### src/rtl/red_pitaya_sys_arb_pkg.sv
// Shared types and helpers for the sys-bus round-robin arbiter.
package red_pitaya_sys_arb_pkg;

  typedef enum logic [1:0] {
    IDLE,
    ISSUE,
    WAIT
  } state_t;

  // Counter width that can hold the value tmo.
  function automatic int cnt_width(input int tmo);
    return $clog2(tmo + 1);
  endfunction

endpackage

### src/rtl/red_pitaya_sys_arb_rr_pick.sv
// Combinational round-robin selector: first pending request after last_gnt, wrapping.
module rr_pick #(
  parameter int NR = 4,
  parameter int IW = $clog2(NR)
) (
  input  logic [NR-1:0] req,
  input  logic [IW-1:0] last_gnt,
  output logic          vld,
  output logic [IW-1:0] idx
);

  function automatic logic [IW-1:0] offset_idx(input logic [IW-1:0] base, input int off);
    int sum;
    sum = (int'(base) + off) % NR;
    return IW'(sum);
  endfunction

  always_comb begin
    // NOTE: every output gets a default before the loop, so no path leaves it unassigned (no latch).
    vld = 1'b0;
    idx = '0;
    for (int i = 1; i <= NR; i++) begin
      if (!vld && req[offset_idx(last_gnt, i)]) begin
        vld = 1'b1;
        idx = offset_idx(last_gnt, i);
      end
    end
  end

endmodule

### src/rtl/red_pitaya_sys_arb.sv
// Serialises NR fabric requesters onto the single PS sys-bus, with round-robin
// grant and a timeout that turns a missing slave response into an error.
module red_pitaya_sys_arb
  import red_pitaya_sys_arb_pkg::*;
#(
  parameter int NR  = 4,
  parameter int AW  = 32,
  parameter int DW  = 32,
  parameter int TMO = 255
) (
  input  logic                   clk_i,
  input  logic                   rst_i,
  input  logic [NR-1:0]          req_vld_i,
  input  logic [NR-1:0]          req_we_i,
  input  logic [NR*AW-1:0]       req_addr_i,
  input  logic [NR*DW-1:0]       req_wdata_i,
  input  logic [NR*(DW/8)-1:0]   req_sel_i,
  output logic [NR-1:0]          req_ack_o,
  output logic                   req_err_o,
  output logic [DW-1:0]          req_rdata_o,
  output logic [AW-1:0]          sys_addr_o,
  output logic [DW-1:0]          sys_wdata_o,
  output logic [DW/8-1:0]        sys_sel_o,
  output logic                   sys_wen_o,
  output logic                   sys_ren_o,
  input  logic [DW-1:0]          sys_rdata_i,
  input  logic                   sys_ack_i,
  input  logic                   sys_err_i
);

  localparam int IW = $clog2(NR);
  localparam int CW = cnt_width(TMO);
  localparam int SW = DW / 8;

  state_t        state, state_nxt;
  logic [IW-1:0] last_gnt, gnt, pick_idx;
  logic          pick_vld;
  logic          hold_we;
  logic [CW-1:0] cnt;
  logic          grant, done, tmo_hit;

  rr_pick #(.NR(NR), .IW(IW)) u_rr_pick (
    .req      (req_vld_i),
    .last_gnt (last_gnt),
    .vld      (pick_vld),
    .idx      (pick_idx)
  );

  // The cycle that carries req_ack_o is skipped for granting: the acked
  // requester's vld is still high then and would otherwise be re-granted.
  always_comb begin
    state_nxt = state;
    grant     = 1'b0;
    done      = 1'b0;
    tmo_hit   = 1'b0;
    case (state)
      IDLE: begin
        if (pick_vld && !(|req_ack_o)) begin
          grant     = 1'b1;
          state_nxt = ISSUE;
        end
      end
      ISSUE, WAIT: begin
        if (sys_ack_i || sys_err_i) begin
          done      = 1'b1;
          state_nxt = IDLE;
        end else if (cnt == CW'(TMO)) begin
          tmo_hit   = 1'b1;
          state_nxt = IDLE;
        end else begin
          state_nxt = WAIT;
        end
      end
      default: state_nxt = IDLE;
    endcase
  end

  // NOTE: sequential state uses non-blocking assignments so every register samples pre-edge values.
  always_ff @(posedge clk_i or posedge rst_i) begin
    if (rst_i) begin
      state       <= IDLE;
      last_gnt    <= IW'(NR - 1);
      gnt         <= '0;
      hold_we     <= 1'b0;
      cnt         <= '0;
      req_ack_o   <= '0;
      req_err_o   <= 1'b0;
      req_rdata_o <= '0;
      sys_addr_o  <= '0;
      sys_wdata_o <= '0;
      sys_sel_o   <= '0;
      sys_wen_o   <= 1'b0;
      sys_ren_o   <= 1'b0;
    end else begin
      state       <= state_nxt;
      sys_wen_o   <= 1'b0;
      sys_ren_o   <= 1'b0;
      req_ack_o   <= '0;
      req_err_o   <= 1'b0;
      req_rdata_o <= '0;

      if (grant) begin
        gnt         <= pick_idx;
        hold_we     <= req_we_i[pick_idx];
        sys_addr_o  <= req_addr_i[pick_idx*AW +: AW];
        sys_wdata_o <= req_wdata_i[pick_idx*DW +: DW];
        sys_sel_o   <= req_sel_i[pick_idx*SW +: SW];
        sys_wen_o   <= req_we_i[pick_idx];
        sys_ren_o   <= !req_we_i[pick_idx];
        cnt         <= '0;
      end else if (state != IDLE) begin
        cnt <= cnt + CW'(1);
      end

      if (done || tmo_hit) begin
        req_ack_o[gnt] <= 1'b1;
        last_gnt       <= gnt;
        req_err_o      <= tmo_hit | sys_err_i;
        req_rdata_o    <= (done && !hold_we && !sys_err_i) ? sys_rdata_i : '0;
      end
    end
  end

endmodule
### config.mk
export PLATFORM = sky130hd
export DESIGN_NAME = red_pitaya_sys_arb
export DESIGN_NICKNAME = d
export VERILOG_FILES = /design/src/rtl/red_pitaya_sys_arb_pkg.sv /design/src/rtl/red_pitaya_sys_arb_rr_pick.sv /design/src/rtl/red_pitaya_sys_arb.sv
export SDC_FILE = /design/constraint.sdc
export NUM_CORES = 1
export LEC_CHECK = 0
export ABC_AREA = 1
export BUFFER_PORTS_ARGS = -buffer_cell sky130_fd_sc_hd__buf_2
export CAP_MARGIN = 25
export CORE_MARGIN = 8
export CORE_UTILIZATION = 30
export CTS_CLUSTER_DIAMETER = 100
export CTS_CLUSTER_SIZE = 25
export DETAILED_ROUTE_END_ITERATION = 7
export PLACE_DENSITY = 0.67
export SYNTH_ARGS = -nofsm -noshare
export SYNTH_HDL_FRONTEND = slang
export SYNTH_SLANG_ARGS = --single-unit
### constraint.sdc
create_clock -name clk_i -period 7.45 [get_ports clk_i]
set_clock_uncertainty 0.2 [all_clocks]
set_input_delay 2.235 -clock clk_i [delete_from_list [all_inputs] [get_ports clk_i]]
set_output_delay 2.235 -clock clk_i [all_outputs]
set_load 0.02 [all_outputs]
# [After elaboration in Yosys (flattened, before gate mapping)]
# Cells that the tools add are included.
[classes] n_addsub=5 magnitude_cmp=7 eq_ne=4 n_shift=3 n_mux=39 bitwise_logic=1 n_reduce_logical=21
[ops] operator="$shiftx A128 B8 Y32" count=2
[ops] operator="$mux W32" count=2
[ops] operator="$mux W1" count=20
[ops] operator="$lt A2 B3 Y1 const B" count=6
[ops] operator="$mux W8" count=2
[ops] operator="$shiftx A16 B5 Y4" count=1
[ops] operator="$mux W2" count=7
[ops] operator="$bmux W1 S2" count=5
[ops] operator="$add A8 B1 Y8 const B" count=1
[ops] operator="$eq A8 B8 Y1 const B" count=1
[ops] operator="$logic_and A1 B1 Y1" count=7
[ops] operator="$logic_not A1 Y1" count=7
[ops] operator="$add A2 B1 Y2 const B" count=2
[ops] operator="$add A2 B2 Y2 const B" count=2
[ops] operator="$mux W4" count=1
[ops] operator="$pmux W2 S2" count=1
[ops] operator="$reduce_bool A2 Y1" count=2
[ops] operator="$reduce_or A4 Y1" count=1
[ops] operator="$demux W1 S2" count=1
[ops] operator="$eq A2 B1 Y1 const B" count=1
[ops] operator="$eq A2 B2 Y1 const B" count=1
[ops] operator="$ge A2 B1 Y1 const B" count=1
[ops] operator="$logic_not A2 Y1" count=1
[ops] operator="$logic_or A1 B1 Y1" count=2
[ops] operator="3 further kinds" count=3
[totals] ff_bits=122 inputBits=316 output_inout_bits=107

# [Depth between registers and ports, before layout]
# Gate-level depths: netlist of the first run.
[depth] ltp_word=17 depth_mapped=17

# [Cells and area by module]
# A second synthesis of the first run with hierarchy kept.
[hier_totals] cells_unflattened=1081 hier_area_um2=7113.1
[modules_own_cells] mod="red_pitaya_sys_arb" n_inst=1 cells_per_inst=1032 area_each_um2=6822.8
[modules_own_cells] mod="rr_pick" n_inst=1 cells_per_inst=49 area_each_um2=290.3

# [Least setup slack after synthesis of the first run]
# OpenSTA, ideal clock, no wires.
[synth_timing] kind="input to register" from="in req_vld_i[3]" to="reg sys_addr_o[22]" setup_time_ns=0.124 arrival_ns=3.459 required_time_ns=7.126 setup_slack_ns=3.667 stages=13 n_path_buf=3 path_cell_list="nand2_1 -> nand2_1 -> nand2_1 -> nand2_1 -> nor2_4 -> nand3_4 -> nand3_2 -> buf_4 -> nor2_2 -> buf_4 -> buf_6 -> nand3_1 -> nand3_1"
[synth_via] elab_chain_len=15 word_cells_on_any_way=26 classes_between="shift (1); mux (18); reduce/logical (7)"
[synth_rtl] element="from (decl)" line="red_pitaya_sys_arb.sv:13" source="input logic [NR-1:0] req_vld_i,"
[synth_rtl] element="parallel branches: the longest is 15 deep, another holds $bmux W1 S2"
[synth_rtl] element="to (signal assigned)" line="red_pitaya_sys_arb.sv:105" source="sys_addr_o <= req_addr_i[pick_idx*AW +: AW];"
[synth_rtl] element="to (decl)" line="red_pitaya_sys_arb.sv:21" source="output logic [AW-1:0] sys_addr_o,"
# Parallel ways; which one is timed is not known. The select of a mux whose other input is x is not followed.
# A chain may end at the register's enable or synchronous reset.

# [Final worst setup path of the first run]
[layout_timing] from="in req_vld_i[0]" to="reg sys_wdata_o[8]"
[layout_via] elab_chain_len=15 word_cells_on_any_way=26 classes_between="shift (1); mux (18); reduce/logical (7)"
[layout_rtl] element="parallel branches: the longest is 15 deep, another holds $bmux W1 S2"
[layout_rtl] element="to (signal assigned)" line="red_pitaya_sys_arb.sv:106" source="sys_wdata_o <= req_wdata_i[pick_idx*DW +: DW];"
[layout_rtl] element="to (decl)" line="red_pitaya_sys_arb.sv:22" source="output logic [DW-1:0] sys_wdata_o,"
# Parallel ways; which one is timed is not known. The select of a mux whose other input is x is not followed.

==> results of run 1 <==
flip-flops by register name (all words and copies together), names as in the netlist:
name / flops
gnt: 2
sys_wdata_o: 32
req_ack_o: 4
sys_ren_o: 1
state: 2
cnt: 8
req_rdata_o: 32
last_gnt: 2
hold_we: 1
sys_sel_o: 4
sys_wen_o: 1
sys_addr_o: 32
req_err_o: 1
final cells by class:
cell class	instances	area [µm²]	area share
antenna	2	5.00	0.000448
clock buffer	18	429	0.0384
clock inverter	14	194	0.0173
inverter	284	1080	0.0962
multi-input combinational	758	3610	0.323
sequential	122	3060	0.273
tap	341	427	0.0382
timing repair buffer	439	2380	0.213
power groups by stage:
stage | Combinational (mW) | Sequential [mW] | Clock (mW)
finish | 4.09 | 1.10 | 0.885
global route | 4.56 | 1.14 | 0.941
CTS | 3.99 | 1.10 | 0.908
detailed placement | 3.98 | 1.11 | 0
global placement | 3.87 | 1.11 | 0
floorplan | 2.64 | 1.36 | 0
layer usage:
metal / vias up / GRT usage / share of wire
met2: 420 / 0.314 / 0.48
met3: 47 / 0.0510 / 0.073
met4: 2 / 0.0691 / 0.024
met1: 4352 / 0.228 / 0.43
li1: 4572 / - / -
met5: - / 0 / 0.00032
per-stage QoR:
| step | setup WS [ns] | cell area, µm² | cells |
|---|---|---|---|
| floorplan | 1.78 | 8090 | 1244 |
| global placement | 2.45 | 10400 | 1936 |
| detailed placement | 2.45 | 10400 | 1938 |
| CTS | 2.89 | 11000 | 1970 |
| global route | 2.98 | 11200 | 1978 |
| finish | 3.13 | 11200 | 1978 |
worst max-delay path by stage:
stage               cells after the start              to  slack, ns
detailed placement                     13   sys_addr_o[5]       2.45
floorplan                               1          cnt[0]       1.78
global route                           14  sys_addr_o[22]       2.98
CTS                                    13   sys_addr_o[5]       2.89
finish                                 14  sys_wdata_o[8]       3.13
global placement                       13  sys_wdata_o[0]       2.45
placed cells by master, fill, tap and decap left out, types with 12 or more instances in the layout:
cell type,instances
or2_0,19
nand3_1,185
clkbuf_16,17
o21ai_0,12
dfrtp_1,120
buf_2,422
inv_1,279
or2_1,19
nor2_1,40
nand2_1,353
nand4_1,98
synth_stat cells:
cell type and number:
a21oi_1 2, a21oi_2 1, buf_1 10, buf_2 32, buf_4 8, buf_6 3
clkbuf_1 27, clkinv_1 1, dfrtp_1 120, dfstp_2 2, ha_1 4, inv_1 280
inv_2 2, inv_6 1, nand2_1 353, nand2_2 3, nand3_1 185, nand3_2 2
nand3_4 2, nand3b_1 2, nand4_1 98, nor2_1 40, nor2_2 2, nor2_4 1
nor3_1 5, nor4_1 1, o21a_1 1, o21ai_0 12, o21ai_1 4, o21ai_2 1
or2_0 19, or2_1 19, or4_1 1
worst max-delay path, stage by stage:
cell and delay [ns]:
buf_2 0.11, nand2_1 0.07, nand2_1 0.08, nand2_1 0.09
nand2_1 0.08, nand2_1 0.13, nand2_1 0.11, nand2_4 0.09
nand3_4 0.32, buf_16 0.34, buf_12 0.25, or2_1 0.24
nand3_1 0.07, nand3_1 0.07
cells by family after synthesis:
| group | Yosys count | synth area share |
|---|---|---|
| AOI/OAI and AO/OA | 21 | 0.0142 |
| adders and majority gates | 4 | 0.00619 |
| buffers and inverters | 364 | 0.181 |
| DFF | 122 | 0.378 |
| and+or+nand+nor | 733 | 0.421 |
==> flow_summary.yaml, run 1 <==
status:
  outcome: "completed"
logic_synthesis:
  synth_cell_types: 33
  yosysSeqAreaShare: 0.378
  synth_cells: 1244
  yosysWarnings: 0
  yosys-top-cells-area: "dfrtp_1, nand2_1, inv_1"
  ys_seq_elements: 122
  synth_top_area_cell: "dfrtp_1"
  synth_fp_nets: 1564
  syn_area_um2: 8090
  syn_avg_cell_area_um2: 6.50
  post-synth-top-area-fraction: 0.371
sta:
  fin_hold_ws_ns: 0.270
  setup_violations: 0
  max_slew_margin: 0.407
  rsz0062_at_grt: "false"
  period_needed_ns: 4.32
  tightest_slew_ns: 0.890
  fin_crit_sh: 0.579
  tns_ns: 0
  max_freq_mhz: 232
  finalMaxSlewViolations: 0
  hold_violations: 0
clock_tree:
  cts_tree: "yes"
  clk_pin_slew_ns: 0.06
  cts_root_buffer: "clkbuf_16"
  insertion_delay_ns: 0.41
  cts_hold_buffers: 0
  post-cts-setup-buffer-count: 0
  cts_sinks: 122
  h-tree-depth: 4
  tritoncts.num_buffers: 17
  cts.repair.resized: 0
  clockBufferDepth: 2
floorplan:
  io_pins: 423
  core.rowCount: 60
  die_width_um: 180
  core_um2: 26700
  die_h_um: 180
  dieArea_um2: 32500
  initial_core_util: 0.303
routing:
  wl_per_cell_um: 15.8
  drtIter0Drc: 664
  drcViolationCount: 0
  dr.pass1.iters: 5
  wirelength_mm: 31.3
  vias_per_cell: 4.75
  vias: 9393
  ant_nets: 0
worst_setup_path:
  cp-startpoint: "req_vld_i[0]"
  reg2reg_slack_ns: 4.30
  cp_max_fo: 83
  path_class: "in -> reg"
  worstPathRequired_ns: 7.53
  rr_worst_depth: 14
  cp-end-kind: "flop"
  rr_startpoint: "last_gnt[0]"
  regToRegEndpoint: "sys_wdata_o[8]"
  start_kind: "primary input"
  cp.arrival_ns: 4.40
job:
  drv_cap: 0
power_and_ir_drop:
  netSwitchingFraction: 0.529
  clkPwrFrac: 0.146
  p_int_mw: 2.86
  finalPower_mw: 6.07
  switching_power_mw: 3.21
  power_density_nw_per_um2: 543
  ir_drop_v: 0.000415
  p_leak_nw: 6.97
  seqPwrFrac: 0.182
  combPwrFrac: 0.673
final_layout:
  fillCellCount: 2828
  fin_nets: 1942
  final_layout_size_suffix_gt1_frac: 0.298
  syn2layout_area_growth_pct: 38.3
  final_core_util: 0.418
placed_design:
  place_congestion: 0.871
  io_buffer_count: 422
  hpwl_mm: 23.2
min_path:
  worstHoldStart: "sys_wdata_o[1]"
  holdPathStages: 2
  worstHoldPathType: "reg -> reg"
  whs_endpoint: "sys_wdata_o[1]"
global_route:
  grt_usage: 0.188
  antenna_found_initial: 3
  grt_start_max_net_pins: 98
  gr-total-overflow: 0
  grt_pass1_vias: 9579
  grt_pass1_wl_mm: 49.9
Power figures use the tool's default switching activity.
==> run 2: changes to the inputs <==
clock period = 4.01 ns   (was 7.45 ns; I/O delays follow)
==> run 2 against run 1 <==
Net effect: clock-buffer cell count is the same; sequential share of layout area grew 0.12 points; total power grew 84%.
==> flow_summary.yaml, run 2 (synthesized netlist as in run 1, its figures left out) <==
floorplan:
  dieArea_um2: 32500
  die_h_um: 180
  io_pins: 423
  die_width_um: 180
  core_um2: 26700
  initial_core_util: 0.303
  core.rowCount: 60
status:
  outcome: "completed"
worst_setup_path:
  worstSetupPathDepth: 12
  max_stage_delay_ns: 0.37
  reg2reg_slack_ns: 1.20
  start_kind: "primary input"
  crit_path_frequent_cell: "nand2_1"
  path_buf_inv: 3
  rr_worst_depth: 13
  path_cells: "buf_2 > nand2_1 > nand2_1 > nand2_1 > nand2_2 > clkinv_1 > nand3_4 > nand3_4 > buf_12 > or2_1 > nand3_1 > nand3_1"
  regToRegEndpoint: "sys_addr_o[20]"
  cp_max_fo: 36
  critPathTopFamily: "simple AND/OR/NAND/NOR gates"
  cp-end-kind: "flop"
  crit_slowest_cell: "nand3_4"
  rr_startpoint: "last_gnt[0]"
  path_class: "in -> reg"
  cp.arrival_ns: 3.01
  worstPathRequired_ns: 4.11
placed_design:
  place_congestion: 0.888
  place_area_um2: 10500
  io_buffer_count: 422
  hpwl_mm: 23.1
  dp_cells: 1942
global_route:
  gr-total-overflow: 0
  grtUsageMet3: 0.0500
  grt.busiest_layer: "met2"
  grt_usage: 0.186
  gr-usage-met2: 0.324
  grt_start_max_net_pins: 123
  antenna_found_initial: 4
  grt_pass1_wl_mm: 49.1
  met1_usage: 0.219
  grt_pass1_vias: 9363
clock_tree:
  insertion_delay_ns: 0.41
  cts_root_buffer: "clkbuf_16"
  tritoncts.num_buffers: 17
  clk_pin_slew_ns: 0.06
  cts_sinks: 122
  post-cts-setup-buffer-count: 0
  cts_tree: "yes"
  h-tree-depth: 4
  clockBufferDepth: 2
  cts_hold_buffers: 0
  cts.repair.resized: 0
final_layout:
  fin_nets: 1942
  ff_latch_area_um2: 3060
  multi_input_area_um2: 3610
  final_layout_size_suffix_gt1_frac: 0.298
  syn2layout_area_growth_pct: 37.6
  stdcell_count: 1977
  fin_area_um2: 11100
  final_cell_mix: "buf_2, nand2_1, inv_1, nand3_1, dfrtp_1"
  fillCellCount: 2856
  final_common_cell: "buf_2"
  largestRegisters: "req_rdata_o: 32 flops, sys_addr_o: 32 flops, sys_wdata_o: 32 flops"
routing:
  dr.pass1.iters: 5
  drcViolationCount: 0
  vias_per_cell: 4.67
  vias: 9230
  wl_per_cell_um: 15.7
  drtIter0Drc: 494
  wirelength_mm: 31.0
  ant_nets: 0
sta:
  fin_hold_ws_ns: 0.277
  max_slew_margin: 0.487
  fin_crit_sh: 0.727
  tns_ns: 0
  setup_violations: 0
  hold_violations: 0
  rsz0062_at_grt: "false"
  finalMaxSlewViolations: 0
  max_freq_mhz: 343
  period_needed_ns: 2.92
  tightest_slew_ns: 0.763
min_path:
  worstHoldPathType: "reg -> reg"
  worstHoldStart: "sys_wdata_o[31]"
  holdPathStages: 2
  whs_endpoint: "sys_wdata_o[31]"
power_and_ir_drop:
  ir_drop_v: 0.000538
  power_density_nw_per_um2: 1000
  p_leak_nw: 6.94
job:
  drv_cap: 0
run 2: cell count changes in the layout (fill, tap and decap cells not counted), sizes merged:
| cell | before | now |
|---|---|---|
| clkinvlp | 2 | 5 |
| diode | 2 | 1 |
| clkinv | 6 | 4 |
| inv | 286 | 288 |
| bufinv | 4 | 1 |
run 2: layer usage:
| metal | vias to the layer above | share of wire |
|---|---|---|
| met5 | - | 0.0013 |
| met2 | 377 | 0.49 |
| met3 | 42 | 0.069 |
| met1 | 4234 | 0.42 |
| met4 | 6 | 0.020 |
| li1 | 4571 | - |
run 2: worst max-delay path by stage:
stage | start | end | slack (ns)
final | req_vld_i[0] | sys_addr_o[20] | 1.09
after global routing | req_vld_i[1] | sys_sel_o[1] | 0.90
after CTS | req_vld_i[3] | sys_addr_o[30] | 0.94
after detailed placement | req_vld_i[3] | sys_wdata_o[18] | 0.49
after global placement | req_vld_i[2] | hold_we | 0.54
after floorplan | rst_i | cnt[0] | 1.11
run 2: power breakdown:
part	total, mW	leakage (nW)	switching, mW	internal [mW]
Clock	1.50	0.266	0.633	0.867
Sequential	2.06	1.56	0.285	1.78
Combinational	7.60	5.11	5.07	2.53
Total	11.2	6.94	5.99	5.17
run 2: cell type report:
| cell class | count | share of cell area |
|---|---|---|
| well taps | 341 | 0.0383 |
| repair buffers | 439 | 0.215 |
| clock buffers | 18 | 0.0386 |
| clock inverters | 14 | 0.0124 |
| inverters | 284 | 0.0965 |
| diodes | 1 | 0.000225 |
| flip-flops and latches | 122 | 0.274 |
| multi-input cells | 758 | 0.325 |
run 2: metrics by stage:
| stage | worst slack (ns) | util | total power [mW] |
|---|---|---|---|
| 2_1_floorplan | 1.11 | - | 7.43 |
| 3_3_place_gp | 0.541 | 0.392 | 9.53 |
| 3_5_place_dp | 0.491 | 0.393 | 9.64 |
| 4_1_cts | 0.936 | 0.415 | 11.2 |
| 5_1_grt | 0.898 | 0.417 | 12.2 |
| 6_report | 1.09 | 0.417 | 11.2 |
run 2: worst min-delay path, stage by stage, from the launching register on:
cell and delay, ns:
dfrtp_1 0.34, nand2_1 0.06, nand2_1 0.05
